## src/rtl/intr_prio_cfg_seq_pkg.sv

```systemverilog
// Shared types and default sizes for the interrupt-controller priority configuration sequencer.
package intr_cfg_pkg;

    localparam int NUM_SRC_DEF = 16;
    localparam int ADDR_W_DEF  = 4;
    localparam int DATA_W_DEF  = 4;
    localparam int TIMEOUT_DEF = 15;

    typedef enum logic [2:0] {
        IDLE     = 3'd0,
        W_SETUP  = 3'd1,
        W_ACCESS = 3'd2,
        R_SETUP  = 3'd3,
        R_ACCESS = 3'd4,
        DONE     = 3'd5
    } state_e;

    typedef enum logic [1:0] {
        ERR_NONE       = 2'd0,
        ERR_WR_TIMEOUT = 2'd1,
        ERR_RD_TIMEOUT = 2'd2,
        ERR_MISMATCH   = 2'd3
    } err_code_e;

endpackage

```

## src/rtl/intr_prio_cfg_seq_if.sv

```systemverilog
// APB link between the configuration sequencer (master) and the interrupt controller (slave).
// Signal suffixes are written from the master's point of view.
interface intr_prio_cfg_seq_if
    import intr_cfg_pkg::*;
#(
    parameter int ADDR_W = ADDR_W_DEF,
    parameter int DATA_W = DATA_W_DEF
);

    logic [ADDR_W-1:0] paddr_o;
    logic [DATA_W-1:0] pwdata_o;
    logic              pwrite_o;
    logic              penable_o;
    logic [DATA_W-1:0] prdata_i;
    logic              pready_i;

    modport master (
        output paddr_o,
        output pwdata_o,
        output pwrite_o,
        output penable_o,
        input  prdata_i,
        input  pready_i
    );

    modport slave (
        input  paddr_o,
        input  pwdata_o,
        input  pwrite_o,
        input  penable_o,
        output prdata_i,
        output pready_i
    );

endinterface

```

## src/rtl/intr_prio_cfg_seq_xfer.sv

```systemverilog
// Single APB SETUP/ACCESS transfer engine. The owning FSM says which phase it is in; this block
// drives the bus, watches pready and flags completion or a timeout after TIMEOUT stalled cycles.
module intr_apb_xfer
    import intr_cfg_pkg::*;
#(
    parameter int ADDR_W  = ADDR_W_DEF,
    parameter int DATA_W  = DATA_W_DEF,
    parameter int TIMEOUT = TIMEOUT_DEF
) (
    input  logic                pclk_i,
    input  logic                prst_i,
    input  logic                req_i,
    input  logic                access_i,
    input  logic                write_i,
    input  logic [ADDR_W-1:0]   addr_i,
    input  logic [DATA_W-1:0]   wdata_i,
    output logic                done_o,
    output logic                timeout_o,
    output logic [DATA_W-1:0]   rdata_o,
    intr_prio_cfg_seq_if.master apb
);

    localparam int CNT_W = $clog2(TIMEOUT + 1);
    localparam logic [CNT_W-1:0] LAST_WAIT = CNT_W'(TIMEOUT - 1);

    logic [CNT_W-1:0] wait_q, wait_d;

    // Stall counter: cleared outside ACCESS, counts ACCESS cycles where the slave holds pready low.
    always_comb begin
        wait_d = wait_q;
        if (!access_i) begin
            wait_d = '0;
        end else if (!apb.pready_i) begin
            wait_d = wait_q + 1'b1;
        end
    end

    // Stall counter register.
    always_ff @(posedge pclk_i or negedge prst_i) begin
        if (!prst_i) begin
            wait_q <= '0;
        end else begin
            wait_q <= wait_d;
        end
    end

    // Bus drive is purely a decode of the current phase so a reset drops penable immediately.
    always_comb begin
        apb.paddr_o   = req_i ? addr_i : '0;
        apb.pwdata_o  = (req_i && write_i) ? wdata_i : '0;
        apb.pwrite_o  = req_i && write_i;
        apb.penable_o = access_i;
    end

    assign done_o    = access_i && apb.pready_i;
    assign timeout_o = access_i && !apb.pready_i && (wait_q == LAST_WAIT);
    assign rdata_o   = apb.prdata_i;

endmodule

```

## src/rtl/intr_prio_cfg_seq.sv

```systemverilog
// Priority configuration sequencer: on start, writes one priority per interrupt source over APB,
// optionally reads them all back to compare, then pulses done and reports any error.
module intr_prio_cfg_seq
    import intr_cfg_pkg::*;
#(
    parameter int NUM_SRC = NUM_SRC_DEF,
    parameter int ADDR_W  = ADDR_W_DEF,
    parameter int DATA_W  = DATA_W_DEF,
    parameter int TIMEOUT = TIMEOUT_DEF
) (
    input  logic                      pclk_i,
    input  logic                      prst_i,
    input  logic                      start_i,
    input  logic                      verify_en_i,
    input  logic [NUM_SRC*DATA_W-1:0] prio_table_i,
    intr_prio_cfg_seq_if.master       apb,
    output logic                      busy_o,
    output logic                      done_o,
    output logic                      err_o,
    output logic [1:0]                err_code_o,
    output logic [ADDR_W-1:0]         err_idx_o
);

    localparam int IDX_W = $clog2(NUM_SRC);
    localparam logic [IDX_W-1:0] LAST_IDX = IDX_W'(NUM_SRC - 1);

    state_e                    state_q, state_d;
    logic [IDX_W-1:0]          idx_q, idx_d;
    logic [NUM_SRC*DATA_W-1:0] table_q, table_d;
    logic                      verify_q, verify_d;
    logic                      err_q, err_d;
    err_code_e                 err_code_q, err_code_d;
    logic [ADDR_W-1:0]         err_idx_q, err_idx_d;

    logic [DATA_W-1:0] cur_prio;
    logic              xfer_req, xfer_access, xfer_write;
    logic              xfer_done, xfer_timeout;
    logic [DATA_W-1:0] xfer_rdata;

    assign cur_prio    = table_q[idx_q*DATA_W +: DATA_W];
    assign xfer_req    = (state_q == W_SETUP) || (state_q == W_ACCESS) ||
                         (state_q == R_SETUP) || (state_q == R_ACCESS);
    assign xfer_access = (state_q == W_ACCESS) || (state_q == R_ACCESS);
    assign xfer_write  = (state_q == W_SETUP) || (state_q == W_ACCESS);

    intr_apb_xfer #(
        .ADDR_W  (ADDR_W),
        .DATA_W  (DATA_W),
        .TIMEOUT (TIMEOUT)
    ) u_xfer (
        .pclk_i    (pclk_i),
        .prst_i    (prst_i),
        .req_i     (xfer_req),
        .access_i  (xfer_access),
        .write_i   (xfer_write),
        .addr_i    (ADDR_W'(idx_q)),
        .wdata_i   (cur_prio),
        .done_o    (xfer_done),
        .timeout_o (xfer_timeout),
        .rdata_o   (xfer_rdata),
        .apb       (apb)
    );

    // Sequencer next state: walk the index through the write pass, then the optional read pass.
    always_comb begin
        state_d    = state_q;
        idx_d      = idx_q;
        table_d    = table_q;
        verify_d   = verify_q;
        err_d      = err_q;
        err_code_d = err_code_q;
        err_idx_d  = err_idx_q;
        unique case (state_q)
            IDLE: begin
                if (start_i) begin
                    state_d    = W_SETUP;
                    idx_d      = '0;
                    table_d    = prio_table_i;
                    verify_d   = verify_en_i;
                    err_d      = 1'b0;
                    err_code_d = ERR_NONE;
                    err_idx_d  = '0;
                end
            end
            W_SETUP: state_d = W_ACCESS;
            W_ACCESS: begin
                if (xfer_timeout) begin
                    state_d    = DONE;
                    err_d      = 1'b1;
                    err_code_d = ERR_WR_TIMEOUT;
                    err_idx_d  = ADDR_W'(idx_q);
                end else if (xfer_done) begin
                    if (idx_q != LAST_IDX) begin
                        state_d = W_SETUP;
                        idx_d   = idx_q + 1'b1;
                    end else if (verify_q) begin
                        state_d = R_SETUP;
                        idx_d   = '0;
                    end else begin
                        state_d = DONE;
                    end
                end
            end
            R_SETUP: state_d = R_ACCESS;
            R_ACCESS: begin
                if (xfer_timeout) begin
                    state_d    = DONE;
                    err_d      = 1'b1;
                    err_code_d = ERR_RD_TIMEOUT;
                    err_idx_d  = ADDR_W'(idx_q);
                end else if (xfer_done) begin
                    if (xfer_rdata != cur_prio) begin
                        state_d    = DONE;
                        err_d      = 1'b1;
                        err_code_d = ERR_MISMATCH;
                        err_idx_d  = ADDR_W'(idx_q);
                    end else if (idx_q != LAST_IDX) begin
                        state_d = R_SETUP;
                        idx_d   = idx_q + 1'b1;
                    end else begin
                        state_d = DONE;
                    end
                end
            end
            DONE:    state_d = IDLE;
            default: state_d = IDLE;
        endcase
    end

    // Sequencer state, latched configuration and sticky error registers.
    always_ff @(posedge pclk_i or negedge prst_i) begin
        if (!prst_i) begin
            state_q    <= IDLE;
            idx_q      <= '0;
            table_q    <= '0;
            verify_q   <= 1'b0;
            err_q      <= 1'b0;
            err_code_q <= ERR_NONE;
            err_idx_q  <= '0;
        end else begin
            state_q    <= state_d;
            idx_q      <= idx_d;
            table_q    <= table_d;
            verify_q   <= verify_d;
            err_q      <= err_d;
            err_code_q <= err_code_d;
            err_idx_q  <= err_idx_d;
        end
    end

    assign busy_o     = xfer_req;
    assign done_o     = (state_q == DONE);
    assign err_o      = err_q;
    assign err_code_o = err_code_q;
    assign err_idx_o  = err_idx_q;

endmodule
```

## src/flat_wrapper.sv

```systemverilog
// flat-port wrapper written by rule: the top's interface ports become plain ports
module intr_prio_cfg_seq_flat import intr_cfg_pkg::*;
#(
    parameter int NUM_SRC = NUM_SRC_DEF,
    parameter int ADDR_W  = ADDR_W_DEF,
    parameter int DATA_W  = DATA_W_DEF,
    parameter int TIMEOUT = TIMEOUT_DEF
)
  (pclk_i, prst_i, start_i, verify_en_i, prio_table_i, busy_o, done_o, err_o, err_code_o, err_idx_o, apb_paddr_o, apb_pwdata_o, apb_pwrite_o, apb_penable_o, apb_prdata_i, apb_pready_i);
  intr_prio_cfg_seq_if #(.ADDR_W(ADDR_W), .DATA_W(DATA_W)) apb_i ();
  input  logic pclk_i;
  input  logic prst_i;
  input  logic start_i;
  input  logic verify_en_i;
  input  logic [NUM_SRC*DATA_W-1:0] prio_table_i;
  output logic busy_o;
  output logic done_o;
  output logic err_o;
  output logic [1:0] err_code_o;
  output logic [ADDR_W-1:0] err_idx_o;
  output wire logic [$bits(apb_i.paddr_o)-1:0] apb_paddr_o;
  output wire logic [$bits(apb_i.pwdata_o)-1:0] apb_pwdata_o;
  output wire logic [$bits(apb_i.pwrite_o)-1:0] apb_pwrite_o;
  output wire logic [$bits(apb_i.penable_o)-1:0] apb_penable_o;
  input wire logic [$bits(apb_i.prdata_i)-1:0] apb_prdata_i;
  input wire logic [$bits(apb_i.pready_i)-1:0] apb_pready_i;
  assign apb_paddr_o = apb_i.paddr_o;
  assign apb_pwdata_o = apb_i.pwdata_o;
  assign apb_pwrite_o = apb_i.pwrite_o;
  assign apb_penable_o = apb_i.penable_o;
  assign apb_i.prdata_i = apb_prdata_i;
  assign apb_i.pready_i = apb_pready_i;
  intr_prio_cfg_seq #(.NUM_SRC(NUM_SRC), .ADDR_W(ADDR_W), .DATA_W(DATA_W), .TIMEOUT(TIMEOUT)) u_core (.pclk_i(pclk_i), .prst_i(prst_i), .start_i(start_i), .verify_en_i(verify_en_i), .prio_table_i(prio_table_i), .apb(apb_i), .busy_o(busy_o), .done_o(done_o), .err_o(err_o), .err_code_o(err_code_o), .err_idx_o(err_idx_o));
endmodule
```

## config.mk

```make
export PLATFORM = sky130hd
export DESIGN_NAME = intr_prio_cfg_seq_flat
export DESIGN_NICKNAME = d
export VERILOG_FILES = /design/src/rtl/intr_prio_cfg_seq_pkg.sv /design/src/rtl/intr_prio_cfg_seq_if.sv /design/src/rtl/intr_prio_cfg_seq_xfer.sv /design/src/rtl/intr_prio_cfg_seq.sv /design/src/flat_wrapper.sv
export SDC_FILE = /design/constraint.sdc
export NUM_CORES = 1
export LEC_CHECK = 0
export ABC_AREA = 1
export CORE_UTILIZATION = 30
export CTS_BUF_LIST = sky130_fd_sc_hd__clkbuf_8 sky130_fd_sc_hd__clkbuf_16
export DETAILED_ROUTE_END_ITERATION = 7
export SYNTH_ARGS = -nofsm -noshare
export SYNTH_HDL_FRONTEND = slang
export SYNTH_HIERARCHICAL = 1
export SYNTH_SLANG_ARGS = --single-unit
```

## constraint.sdc

```tcl
create_clock -name pclk_i -period 4.9 [get_ports pclk_i]
set_clock_uncertainty 0.05 [all_clocks]
set_input_delay 0.49 -clock pclk_i [delete_from_list [all_inputs] [get_ports pclk_i]]
set_output_delay 0.49 -clock pclk_i [all_outputs]
set_load 0.05 [all_outputs]
```

==> flow_summary.ini, run 1 <==
[status]
status = complete, but fails checks
violations = design-rule violations

[floorplan]
die_x_um = 123
start_util_pct = 30.6
die_y_um = 123
rows = 44
core_area_sq_um = 14500
die_area_sq_um = 15200
io_pins = 92

[timing]
fin_crit_sh_pct = 75.7
fmax_ghz = 0.270
fin_crit_ns = 3.71
slew_headroom_pct = 31.5
grt_setup_unrepaired = false
worst_pin_slew_ns = 1.03
final_max_slew_viol_count = 0
setup_tns_ns = 0
setup_violations = 0
final_hold_viol_count = 0

[synthesis]
post-synth-top-area-cell = dfrtp_1
synth_top_area_share_pct = 46.9
synth_commonest_cells = nand2_1, dfrtp_1, inv_1
synth_area_per_cell_sq_um = 8.26
synth-edff-count = 0
ys_seq_area_share_pct = 46.9
muxShareOfSynthArea_pct = 5.59
synth_fa_ha_area_share_pct = 0.848
synth_compound_area_share_pct = 9.95
synth_cell_types = 37
synth_top_family_by_area = simple AND/OR/NAND/NOR gates
synth_most_common_cell = nand2_1
ys.flop_type = dfrtp_1
synth_area_sq_um = 4430
syn_nets = 612
synthArstFlopShare_pct = 100
synth-xor-area-share_pct = 0.396
yosys-top-cells-area = dfrtp_1, nand2_1, inv_1
yosysWarnings = 6
ys_seq_elements = 83
synth-simple-area-share_pct = 25.0
syn_inst = 536

[power]
p_leak_nw = 2.67
ir_worst_vdd_v = 0.000229
power_mw = 3.34
powerDensity_nw_per_um2 = 589

[cts]
ctsResizeCount = 0
insertion_delay_ns = 0.34
cts_sinks = 83
clock_path_buffers = 2
cts_root_buf = clkbuf_16
hold_buffers = 0
clk_pin_slew_ns = 0.06
numCtsBuffers = 9
htree_levels = 3
cts_setup_buffers = 0
cts_tree = built

[critical_path]
worstRegToRegCells = 13
arrival_ns = 3.17
cp.required_ns = 4.36
crit_path_max_fanout = 11
startpoint = u_core/state_q[1]
crit_type = register to primary output
cp-end-kind = primary output
r2r-start = u_core/idx_q[0]
cp-start-kind = register

[flow_run]
drv_cap = 0

[grt]
grt_pass1_vias = 3791
grt-ovfl-total = 0
grt_first_pass_wirelength_um = 18200
use_met3_pct = 3.83
met1_usage_pct = 20.0
grt_usage_pct = 15.7
met2_usage_pct = 25.8
antenna_found_initial = 0
grt_max_degree = 70
grt.busiest_layer = met2

[routing]
wl_um = 11000
route.detailed.drc = 1
final_antenna_net_count = 0
routedWlPerCell_um = 13.7
first_iter_violations = 204
num_vias = 3738
drt-vias-per-instance = 4.67
first_pass_iters = 6

[place]
place_hpwl_um = 7850
port_buffers = 91
gp_congestion = 0.886

[hold_path]
worstHoldPathType = input pin to async pin

[layout]
utilization_pct = 39.2
nNetsFinal = 688
final_layout_size_suffix_gt1_share_pct = 12.0
syn2layout_area_growth_pct = 28.2
num_antenna_cells = 0
==> cell type report <==
type / instances / area [sq um]
Fill cell: 1547 / 8800
Tap cell: 184 / 230
Clock inverter: 5 / 48.8
Inverter: 75 / 289
Timing Repair Buffer: 94 / 931
Sequential cell: 83 / 2080
Clock buffer: 10 / 239
Multi-Input combinational cell: 349 / 1860
==> registers in the layout, summed over array words and instances (netlist names) <==
name                  cells
u_core/err_idx_o          4
u_core/state_q            3
u_core/u_xfer/wait_q      4
u_core/err_code_o         2
u_core/err_o              1
u_core/verify_q           1
u_core/idx_q              4
u_core/table_q           64
==> worst paths after layout <==
path / end / slack [ns]
min in group pclk_i: u_core/err_idx_o[3] / 0.44
max in group asynchronous: u_core/table_q[56] / 3.77
hold reg to reg: u_core/err_idx_o[3] / 0.44
setup reg to reg: u_core/idx_q[0] / 2.31
setup / recovery: apb_pwdata_o[3] / 1.19
hold / removal: u_core/err_idx_o[2] / 0.11
==> critical path, stage by stage, from the launching register on <==
cell and delay [ns]:
dfrtp_1 0.44, nor2_1 0.28, nand2_1 0.19, nand2_2 0.22, inv_1 0.13, o21ai_0 0.25, nand2_1 0.33, nor2_1 0.17
clkdlybuf4s50_1 0.81
==> routing by layer <==
metal  wire, um  share of wire [%]  up-vias
met5          0                  0        -
met4        259                2.4        0
met3        548                5.0       15
met2       5190                 47       84
met1       5000                 45     1785
li1           -                  -     1854
==> per-stage QoR <==
stage          cell area, sq um  hold slack (ns)  std cells  worst slack, ns
4_1_cts                    5680            0.132        800             1.16
3_3_place_gp               5390            0.426        785             1.65
6_report                   5680            0.113        800             1.19
2_1_floorplan              4430            0.144        536             1.46
3_5_place_dp               5390            0.427        785             1.53
5_1_grt                    5680            0.155        800            0.939
==> where the power goes <==
group / total, mW / leakage, nW / internal, mW / switching, mW
Combinational: 1.54 / 1.56 / 0.582 / 0.959
Clock: 0.661 / 0.148 / 0.400 / 0.261
Sequential: 1.14 / 0.965 / 0.976 / 0.163
Total: 3.34 / 2.67 / 1.96 / 1.38
==> cell usage in the layout (no fill, tap or decap), drive strengths merged <==
master,n
o211ai,5
dfrtp,83
a31oi,2
ha,3
inv,78
nand4,5
clkdlybuf4s50,90
a21oi,47
bufinv,1
xor2,1
o21ai,24
mux2,22
nand2,111
nor3,4
xnor2,1
o32ai,1
clkinvlp,1
nand3,52
buf,4
nor2,67
or2,2
nor4,1
nor3b,1
clkbuf,10
==> kinds of logic (layout without fill, tap and decap cells) <==
kind of cell | after synthesis | count (layout)
DFF | 83 | 83
muxes | 22 | 22
xor gates and xnor gates | 2 | 2
AOI/OAI and AO/OA | 79 | 79
adders and majority gates | 3 | 3
buffers and inverters | 104 | 184
and+or+nand+nor | 243 | 243
Power figures use the tool's default switching activity.
==> run 2, diff against run 1 <==
- clock period: 4.9 -> 3.1 ns (I/O delays scaled with it)
==> flow_summary.ini, run 2 (synthesis gave the netlist of run 1 again) <==
[floorplan]
die_y_um = 123
start_util_pct = 30.6
rows = 44
die_x_um = 123
die_area_sq_um = 15200
core_area_sq_um = 14500
io_pins = 92

[cts]
insertion_delay_ns = 0.34
numCtsBuffers = 9
cts_sinks = 83
cts_tree = built
clk_pin_slew_ns = 0.06
clock_path_buffers = 2
cts_root_buf = clkbuf_16
cts_setup_buffers = 0
htree_levels = 3

[timing]
grt_setup_unrepaired = false
setup_tns_ns = 0
worst_pin_slew_ns = 0.565
fin_crit_ns = 2.87
fmax_ghz = 0.348
final_max_slew_viol_count = 0
final_hold_viol_count = 0
setup_violations = 0
slew_headroom_pct = 62.3
fin_crit_sh_pct = 92.7

[critical_path]
crit_path_max_fanout = 11
arrival_ns = 2.51
cp.required_ns = 2.74
worstRegToRegCells = 11
cpMostUsedCell = inv_1
cp-start-kind = register
slowest_delay_ns = 0.45
r2r_slack_ns = 0.68
cp-end-kind = primary output
crit_path_cell_trace = nor3_4, inv_1, nand2_2, inv_1, o21ai_1, nand2_1, nor2_1, buf_12
timing.rr.end = u_core/err_code_o[1]
critPathSlowestCell = dfrtp_1
crit_type = register to primary output
r2r-start = u_core/state_q[0]

[power]
p_leak_nw = 2.75
ir_worst_vdd_v = 0.000337
powerDensity_nw_per_um2 = 937

[layout]
final_cell_mix = nand2_1, dfrtp_1, clkdlybuf4s50_1
utilization_pct = 40.0
largest_reg_flops = 64
final_layout_size_suffix_gt1_share_pct = 15.0
top_register = u_core/table_q
nNetsFinal = 696
syn2layout_area_growth_pct = 30.9
num_antenna_cells = 0
layout_commonest_cell = nand2_1

[routing]
final_antenna_net_count = 0
num_vias = 3717
wl_um = 11100
drt-vias-per-instance = 4.59
first_pass_iters = 4
route.detailed.drc = 0
first_iter_violations = 187
routedWlPerCell_um = 13.7

[grt]
grt_pass1_vias = 3726
antenna_found_initial = 0
grt_max_degree = 38
grt-ovfl-total = 0
grt_usage_pct = 15.6
grt_first_pass_wirelength_um = 17900

[place]
place_hpwl_um = 8190
gp_congestion = 0.906
port_buffers = 91

[hold_path]
worstHoldPathType = input pin to async pin

[flow_run]
drv_cap = 0

[status]
status = finished, final reports clean
==> run 2: cell count changes in the layout (fill, tap and decap cells not counted), moves of 2 or more <==
cell,change
inv_1,-2
buf_12,+4
buf_4,+12
clkdlybuf4s50_1,-10
clkbuf_8,+2
==> run 2: worst max-delay path: cells and delay by family, from the launching register on <==
family / cells / cell delay (ns)
simple gates: 4 / 1.04
flops: 1 / 0.45
compound gates: 1 / 0.25
buf+inv: 3 / 0.45
==> run 2: metrics by stage <==
stage                     cell area, sq um  worst slack, ns  hold WS, ns  total power [mW]  cells
after floorplan                       4430            0.135      -0.0356              3.70    536
final                                 5800            0.227        0.425              5.43    809
after detailed placement              5470            0.324        0.257              4.38    792
after CTS                             5790            0.117        0.432              5.51    809
after global routing                  5800           0.0311        0.475              5.86    809
after global placement                5470            0.425        0.261              4.32    792
==> run 2: what timing repair did <==
| item | 4_1_cts | 5_1_grt |
|---|---|---|
| pin swaps | 0 | 0 |
| hold endpoints to repair | 35 | 0 |
| hold buffers | 1 | 0 |
| gates resized for setup | 1 | 1 |
| cloned | 0 | 0 |
| setup endpoints to repair | 1 | 4 |
==> run 2: where the power goes <==
| group | switching (mW) | total [mW] | leakage (nW) | internal, mW |
|---|---|---|---|---|
| Clock | 0.416 | 1.10 | 0.156 | 0.688 |
| Combinational | 1.56 | 2.54 | 1.63 | 0.984 |
| Sequential | 0.244 | 1.79 | 0.965 | 1.54 |
| Total | 2.22 | 5.43 | 2.75 | 3.22 |
==> run 2: worst max-delay path by stage <==
stage                           start               to  slack, ns  cells after the start
floorplan           u_core/state_q[0]  apb_pwdata_o[0]       0.13                      7
finish              u_core/state_q[0]  apb_pwdata_o[0]       0.23                      8
global route        u_core/state_q[0]  apb_pwdata_o[1]       0.03                      8
global placement    u_core/state_q[1]           busy_o       0.42                      6
detailed placement  u_core/state_q[1]           busy_o       0.32                      6
CTS                 u_core/state_q[1]  apb_pwdata_o[0]       0.12                      8
==> run 2: layout make-up <==
cell class	count	area, sq um
clock buffers	12	267
clock inverters	4	50.0
fillers	1466	8680
inverters	75	289
multi-input cells	349	1860
flip-flops and latches	83	2080
well taps	184	230
repair buffers	102	1020
==> run 2: per-layer routing <==
| metal | global-route usage [%] | routed length (um) | part of all wire, % |
|---|---|---|---|
| met5 | 0 | 0 | 0 |
| met4 | 5.72 | 221 | 2.0 |
| met3 | 3.37 | 488 | 4.4 |
| met2 | 26.7 | 5470 | 49 |
| met1 | 19.1 | 4870 | 44 |
==> run 3, diff against run 2 <==
- CTS_CLUSTER_SIZE: not set -> 16
==> results of run 3 <==
No change in the layout: final DEF, timing and power equal those of run 2.
